<file path="config.mk">
export PLATFORM = sky130hd
export DESIGN_NAME = if_id_stage
export DESIGN_NICKNAME = d
export VERILOG_FILES = /design/src/rtl/if_id_stage.sv
export SDC_FILE = /design/constraint.sdc
export NUM_CORES = 1
export LEC_CHECK = 0
export BUFFER_PORTS_ARGS = -buffer_cell sky130_fd_sc_hd__buf_2
export CAP_MARGIN = 30
export CORE_MARGIN = 2
export CORE_UTILIZATION = 52
export CTS_CLUSTER_SIZE = 10
export DETAILED_ROUTE_END_ITERATION = 8
export PLACE_DENSITY = 0.94
export SYNTH_ARGS = -nofsm -noshare
export SYNTH_HDL_FRONTEND = slang
export SYNTH_SLANG_ARGS = --single-unit
</file>
<file path="constraint.sdc">
create_clock -name clk -period 3.7 [get_ports clk]
set_input_delay 0.185 -clock clk [delete_from_list [all_inputs] [get_ports clk]]
set_output_delay 0.185 -clock clk [all_outputs]
set_load 0.01 [all_outputs]
</file>
<file path="src/rtl/if_id_stage.sv">
// ---------------------------------------------------------------------------
// if_id_stage
//
// IF/ID pipeline register between instruction fetch and decode. It latches
// the fetched instruction and its pc, detects load-use hazards against the
// load currently in ID/EX, and sequences the multi-cycle halt that an FP
// sqrt needs.
//
// Ports:
//   clk                         rising-edge clock
//   reset                       synchronous, active-high
//   instruction_in[31:0]        instruction from fetch
//   pc_in[31:0]                 pc of instruction_in
//   branched_address_indicator  branch taken: flush IF/ID
//   idex_mem_read               ID/EX holds a load
//   idex_rd[4:0]                destination register of that load
//   instruction_out[31:0]       instruction to decode (32'h0 = NOP)
//   pc_out[31:0]                pc to decode
//   valid_out                   instruction_out is a live instruction
//   hazard_load_indicator       load-use stall request to fetch
//   halt                        multi-cycle (sqrt) stall request to fetch
//   id_bubble                   ID/EX must load a NOP this cycle
//   fsm_state[1:0]              debug view of the halt sequencer state
//
// Flow control: there is no ready input. Fetch treats
// (hazard_load_indicator | halt) as "not ready": while either is high the
// IF/ID registers hold and fetch must present the same instruction again.
// A flush (branched_address_indicator) overrides both stalls in the same
// cycle so fetch can redirect immediately.
// ---------------------------------------------------------------------------
module if_id_stage #(
  parameter logic [5:0] FP_OPCODE    = 6'h11,
  parameter logic [5:0] SQRT_FUNCT   = 6'h04,
  parameter int unsigned SQRT_LATENCY = 8
) (
  input  logic        clk,
  input  logic        reset,
  input  logic [31:0] instruction_in,
  input  logic [31:0] pc_in,
  input  logic        branched_address_indicator,
  input  logic        idex_mem_read,
  input  logic [4:0]  idex_rd,
  output logic [31:0] instruction_out,
  output logic [31:0] pc_out,
  output logic        valid_out,
  output logic        hazard_load_indicator,
  output logic        halt,
  output logic        id_bubble,
  output logic [1:0]  fsm_state
);

  typedef enum logic [1:0] {
    IDLE = 2'd0,
    BUSY = 2'd1,
    DONE = 2'd2
  } state_t;

  // The detect cycle in IDLE is the first halt cycle, so BUSY must run
  // SQRT_LATENCY-1 cycles: counting SQRT_LATENCY-2 down to 0 inclusive.
  localparam logic [7:0] CNT_LOAD = 8'(SQRT_LATENCY - 2);

  state_t     state;
  logic [7:0] counter;

  logic [4:0] rs;
  logic [4:0] rt;
  logic [5:0] opcode;
  logic [5:0] funct;
  logic       flush;
  logic       raw_hazard;
  logic       sqrt_hit;
  logic       hazard_int;
  logic       halt_int;
  logic       stall;

  assign rs     = instruction_out[25:21];
  assign rt     = instruction_out[20:16];
  assign opcode = instruction_out[31:26];
  assign funct  = instruction_out[5:0];
  assign flush  = branched_address_indicator;

  // In DONE the sqrt has to leave IF/ID this edge, so a load-use match is
  // ignored there; otherwise the sqrt would be re-detected and halt again.
  assign raw_hazard = valid_out & idex_mem_read & (idex_rd != 5'd0) &
                      ((idex_rd == rs) | (idex_rd == rt)) & (state != DONE);

  // A pending load-use hazard takes priority over starting a sqrt halt.
  assign sqrt_hit = valid_out & (opcode == FP_OPCODE) &
                    (funct == SQRT_FUNCT) & ~raw_hazard;

  assign hazard_int = raw_hazard & ~flush;
  assign halt_int   = (((state == IDLE) & sqrt_hit) | (state == BUSY)) & ~flush;
  assign stall      = hazard_int | halt_int;

  // While reset is asserted all control outputs read 0, including the
  // bubble that an empty IF/ID would otherwise request.
  assign hazard_load_indicator = hazard_int & ~reset;
  assign halt                  = halt_int & ~reset;
  assign id_bubble             = ~reset & (hazard_int | halt_int | ~valid_out);

  assign fsm_state = state;

  // IF/ID registers: reset > flush > stall > load.
  always_ff @(posedge clk) begin
    if (reset) begin
      instruction_out <= 32'h0;
      pc_out          <= 32'h0;
      valid_out       <= 1'b0;
    end else if (flush) begin
      instruction_out <= 32'h0;
      valid_out       <= 1'b0;
    end else if (!stall) begin
      instruction_out <= instruction_in;
      pc_out          <= pc_in;
      valid_out       <= 1'b1;
    end
  end

  // Halt sequencer. A flush in any state abandons the pending sqrt.
  always_ff @(posedge clk) begin
    if (reset) begin
      state   <= IDLE;
      counter <= 8'd0;
    end else if (flush) begin
      state   <= IDLE;
      counter <= 8'd0;
    end else begin
      case (state)
        IDLE: begin
          if (sqrt_hit) begin
            state   <= BUSY;
            counter <= CNT_LOAD;
          end
        end
        BUSY: begin
          if (counter == 8'd0) begin
            state <= DONE;
          end else begin
            counter <= counter - 8'd1;
          end
        end
        DONE: begin
          state <= IDLE;
        end
        default: begin
          state   <= IDLE;
          counter <= 8'd0;
        end
      endcase
    end
  end

endmodule
</file>
-- Word-level counts from Yosys, hierarchy flattened
Cells that the tools add are included.
- output and inout port bits: 70
- input bits: 73
- logic and storage cells: 52
- register bits after elaboration: 75
- reductions and logical operators: 7
- $add $sub $neg: 1
- mux-type cells: 6
- bitwise logic cells: 23
- equality and inequality tests: 10
- operators with widths (kind ; count):
    8-bit case mux with 3 select lines ; 1
    8-bit 2-to-1 mux ; 2
    1-bit bitwise AND ; 13
    5-bit == test ; 2
    8-bit zero test ; 1
    8-bit by 1-bit subtractor with 8-bit output (second input constant) ; 1
    6-bit by 3-bit == test with 1-bit output (second input constant) ; 1
    6-bit by 5-bit == test with 1-bit output (second input constant) ; 1
    2-bit inequality test (second input constant) ; 3
    1-bit inverter ; 6
    5-bit nonzero test ; 1
    2-bit 2-to-1 mux ; 2
    1-bit OR ; 4
    2-bit case mux with 2 select lines ; 1
    2-bit AND reduction ; 2
    3-bit AND reduction ; 1
    2-bit by 1-bit == test with 1-bit output (second input constant) ; 1
    2-bit == test (second input constant) ; 1
    2-bit zero test ; 1
    2-bit by 1-bit inequality test with 1-bit output (second input constant) ; 1
    2-bit OR reduction ; 1

-- Longest topological paths before layout
- depth after elaboration: 12
- gate-level depth with buffers: 7
- gate-level depth less buffers: 7

-- Least setup slack after synthesis
OpenSTA, ideal clock, no wires.
- path type: register to register
- from: register counter[0]
- to: register counter[1]
- buffers on the path: 0
- stages on the path, launching flop included: 8
- data required time: 3.628 ns
- data arrival time: 1.971 ns
- library setup time: 0.072 ns
- path slack: 1.658 ns
- period minus slack after synthesis: 2.042 ns
- cells stage by stage: dfxtp_1 inv_1 ha_1 or4b_2 o31ai_2 and2_2 a22o_1 mux2i_1
- word-level cells in the longest chain between the ends: 3
- elaborated cells on any way between the ends: 6
- classes of those cells: add/sub (1); eq/ne (1); mux (2); reduce/logical (2)
- ends and longest elaborated chain (element ; RTL line ; text):
    start, declared ; 63 ; logic [7:0] counter;
    start signal, assigned ; 139 ; counter <= counter - 8'd1;
    8-bit by 1-bit subtractor with 8-bit output / 8-bit zero test (equally long branches) ; 139, 136 ;
    8-bit 2-to-1 mux / 2-bit inequality test (equally long branches) ; n/a ;
    8-bit case mux with 3 select lines / 3-bit AND reduction (equally long branches) ; n/a ;
Several ways; a longest one is shown, not always the timed one. The select of a mux whose other input is x is not followed.
A chain may end at the register's enable or synchronous reset.

-- Worst setup path in the final report
Ends and elaborated chain as after synthesis.

==> reports/results.txt <==
vias per cell: 5.354
Sw Ratio: 24.81%
Sequential Power Share: 48.2%
root buf cell: clkbuf_8
placed insts: 588
post-DP HPWL: 6292 um
clk slew on worst S/H paths: 90 ps
top_reg_cell synth: dfxtp_1
Num CTS Buffers: 9
# setup viols final: 0
Fillers: 531
Area after DPL: 4283 um2
mux cell area share after synthesis: 18.02%
sw power: 446.7 uW
IR drop worst, VDD: 0.0002826 V
share of layout cells above drive strength 1: 32.25%
routed vias: 3234
first-pass GRT wire length: 13970 um
ys async rst share: 0%
Final WS setup: 940.5 ps
# diodes: 0
crit path time final: 2759 ps
1st-iter DRT viols: 137
Syn Inst Count: 387
# clock sinks: 75
FMAX: 362.4 MHz
worst slack, placed: 1020 ps
Synth cell types: 46
Worst setup SP type: flip-flop
GRT Util Overall: 23.13%
Post-Synth Adder-Cell Area: 0.3465%
largest family of logic cells by synthesized area: simple AND/OR/NAND/NOR gates
vias in the first global route: 3092
total core area: 6756 um2
fin. max-slew vios: 0
P_int: 1.354 mW
Leak: 2.244 nW
status: completed
fin cells: 604
Die H: 87.33 um
clock skew: 14.17 ps
most common cell after layout, fill and taps aside: buf_2
synthesized flop and latch total: 75
final instance area: 4509 um2
final WL: 8767 um
Final ANT Viol Nets: 0
WHS: 77.58 ps
global route total overflow: 0
cts hold-fix bufs: 0
final period utilization: 74.58%
max-capacitance violation count: 0
Die Area: 7627 um2
Synth Net Count: 461
clock share of power: 39.7%
average wire per standard cell: 14.51 um
sequential-to-total area share from yosys stat: 41.58%
Slew @ Worst Pin: 842.8 ps
Synth Cell Area: 3611 um2
initial core utilization: 53.44%
clk_lat worst skew: 340 ps
drt first pass iters: 5
CTS tree: done
area grow syn2layout: 24.88%
largest area contributor in the netlist: dfxtp_1
Synth warnings: 0
Tot Pwr: 1.800 mW
Avg Inst Size Synth: 9.331 um2
Compound-Gate Fraction of Synth Area: 7.103%
most frequent cells in the layout: buf_2, dfxtp_1, nand2_1, nand2b_1, mux2i_1
Worst R2R Path Depth: 7
final hold violation count: 0
largest net degree at the start of global routing: 68
WP data arrival: 3040 ps
DRC errors left: 0
nets@finish: 593
Longest Clk Path Bufs: 2
power density over the cells: 399.2 nW/um2
post-layout util: 66.74%
Worst slew margin: 43.48%
Combinational Power Share: 12.1%
post-synth top area share: 41.58%
routability-driven placement congestion ratio: 0.9692
crit path kind: flip-flop to flip-flop
critical path endpoint category: flip-flop
Min-Delay Path Depth: 3
Setup TNS Final: 0 ps
worst hold path type: primary input to flip-flop
postcts setup bufs: 0
I/O Buffers: 142
EDFF count, synth: 0
crit-path max FO: 13
H-tree depth: 3
Synth Area in Simple Gates: 25.12%
initial antenna violation count: 0
IO Count: 143
post_cts resized: 0
Worst EP required: 3980 ps
top cells by area, synth: dfxtp_1, mux2i_1, nand2b_1
post-synthesis xor/xnor area fraction: 2.426%
FP Rows: 30
RSZ-0062 raised after global routing: no
Die X: 87.33 um
-- cell type report --
type,instances,area [um2],area share (%)
clock buffer,11,141.4,3.135
clock inverter,5,85.08,1.887
inverter,3,11.26,0.2497
multi-input combinational,284,1929,42.79
sequential,75,1501,33.30
tap,80,100.1,2.220
timing repair buffer,146,740.7,16.43
-- flip-flops by register name, summed over array words and instances, names as in the netlist --
name / count
instruction_out: 32
pc_out: 32
counter: 8
fsm_state: 2
valid_out: 1
-- metal layers --
layer / wire (um) / vias to the layer above / track usage, %
li1: - / 1584 / -
met3: 851 / 13 / 7.299
met5: 0 / - / 0
met1: 3643 / 1471 / 26.73
met4: 128 / 0 / 7.413
met2: 4143 / 166 / 40.43
-- critical path, cell delays in order, from the launching register on --
cell and delay [ps]:
dfxtp_1 350, inv_1 90, ha_1 230, or4b_2 660, o31ai_2 750, and2_2 280, a22o_1 170, mux2i_1 170
-- synth_stat cells, drive strengths merged, types with 2 or more instances --
master,instances
dfxtp,75
nand2,70
nand2b,66
mux2i,65
clkbuf,14
a21oi,13
buf,10
xnor2,10
nand3,7
nand4,5
nor4b,4
o21ai,4
inv,3
nor2,3
o21a,3
o22ai,3
a31oi,2
and3,2
nand3b,2
nor3,2
nor3b,2
or4,2
-- final timing paths --
| kind | start | to | slack (ps) |
|---|---|---|---|
| max | counter[0] | counter[1] | 940 |
| min | instruction_in[5] | instruction_out[5] | 80 |
| max reg2reg | counter[0] | counter[1] | 940 |
| min reg2reg | instruction_out[15] | instruction_out[15] | 460 |
-- kinds of logic (layout without fill, tap and decap cells) --
kind of cell    count (synthesis)  after routing
mux                            65             65
buf+inv                        28            165
fa+ha+maj                       1              1
xor+xnor                       10             10
compound gates                 36             36
flops                          75             75
simple gates                  172            172
-- power groups by stage --
stage	registers [mW]	clock network (mW)	logic [mW]
4_1_cts	0.867	0.731	0.219
5_1_grt	0.871	0.767	0.240
2_1_floorplan	0.902	0	0.109
3_3_place_gp	0.884	0	0.211
3_5_place_dp	0.886	0	0.218
6_report	0.868	0.716	0.217
Note: power is estimated with default switching activity, not from simulation.
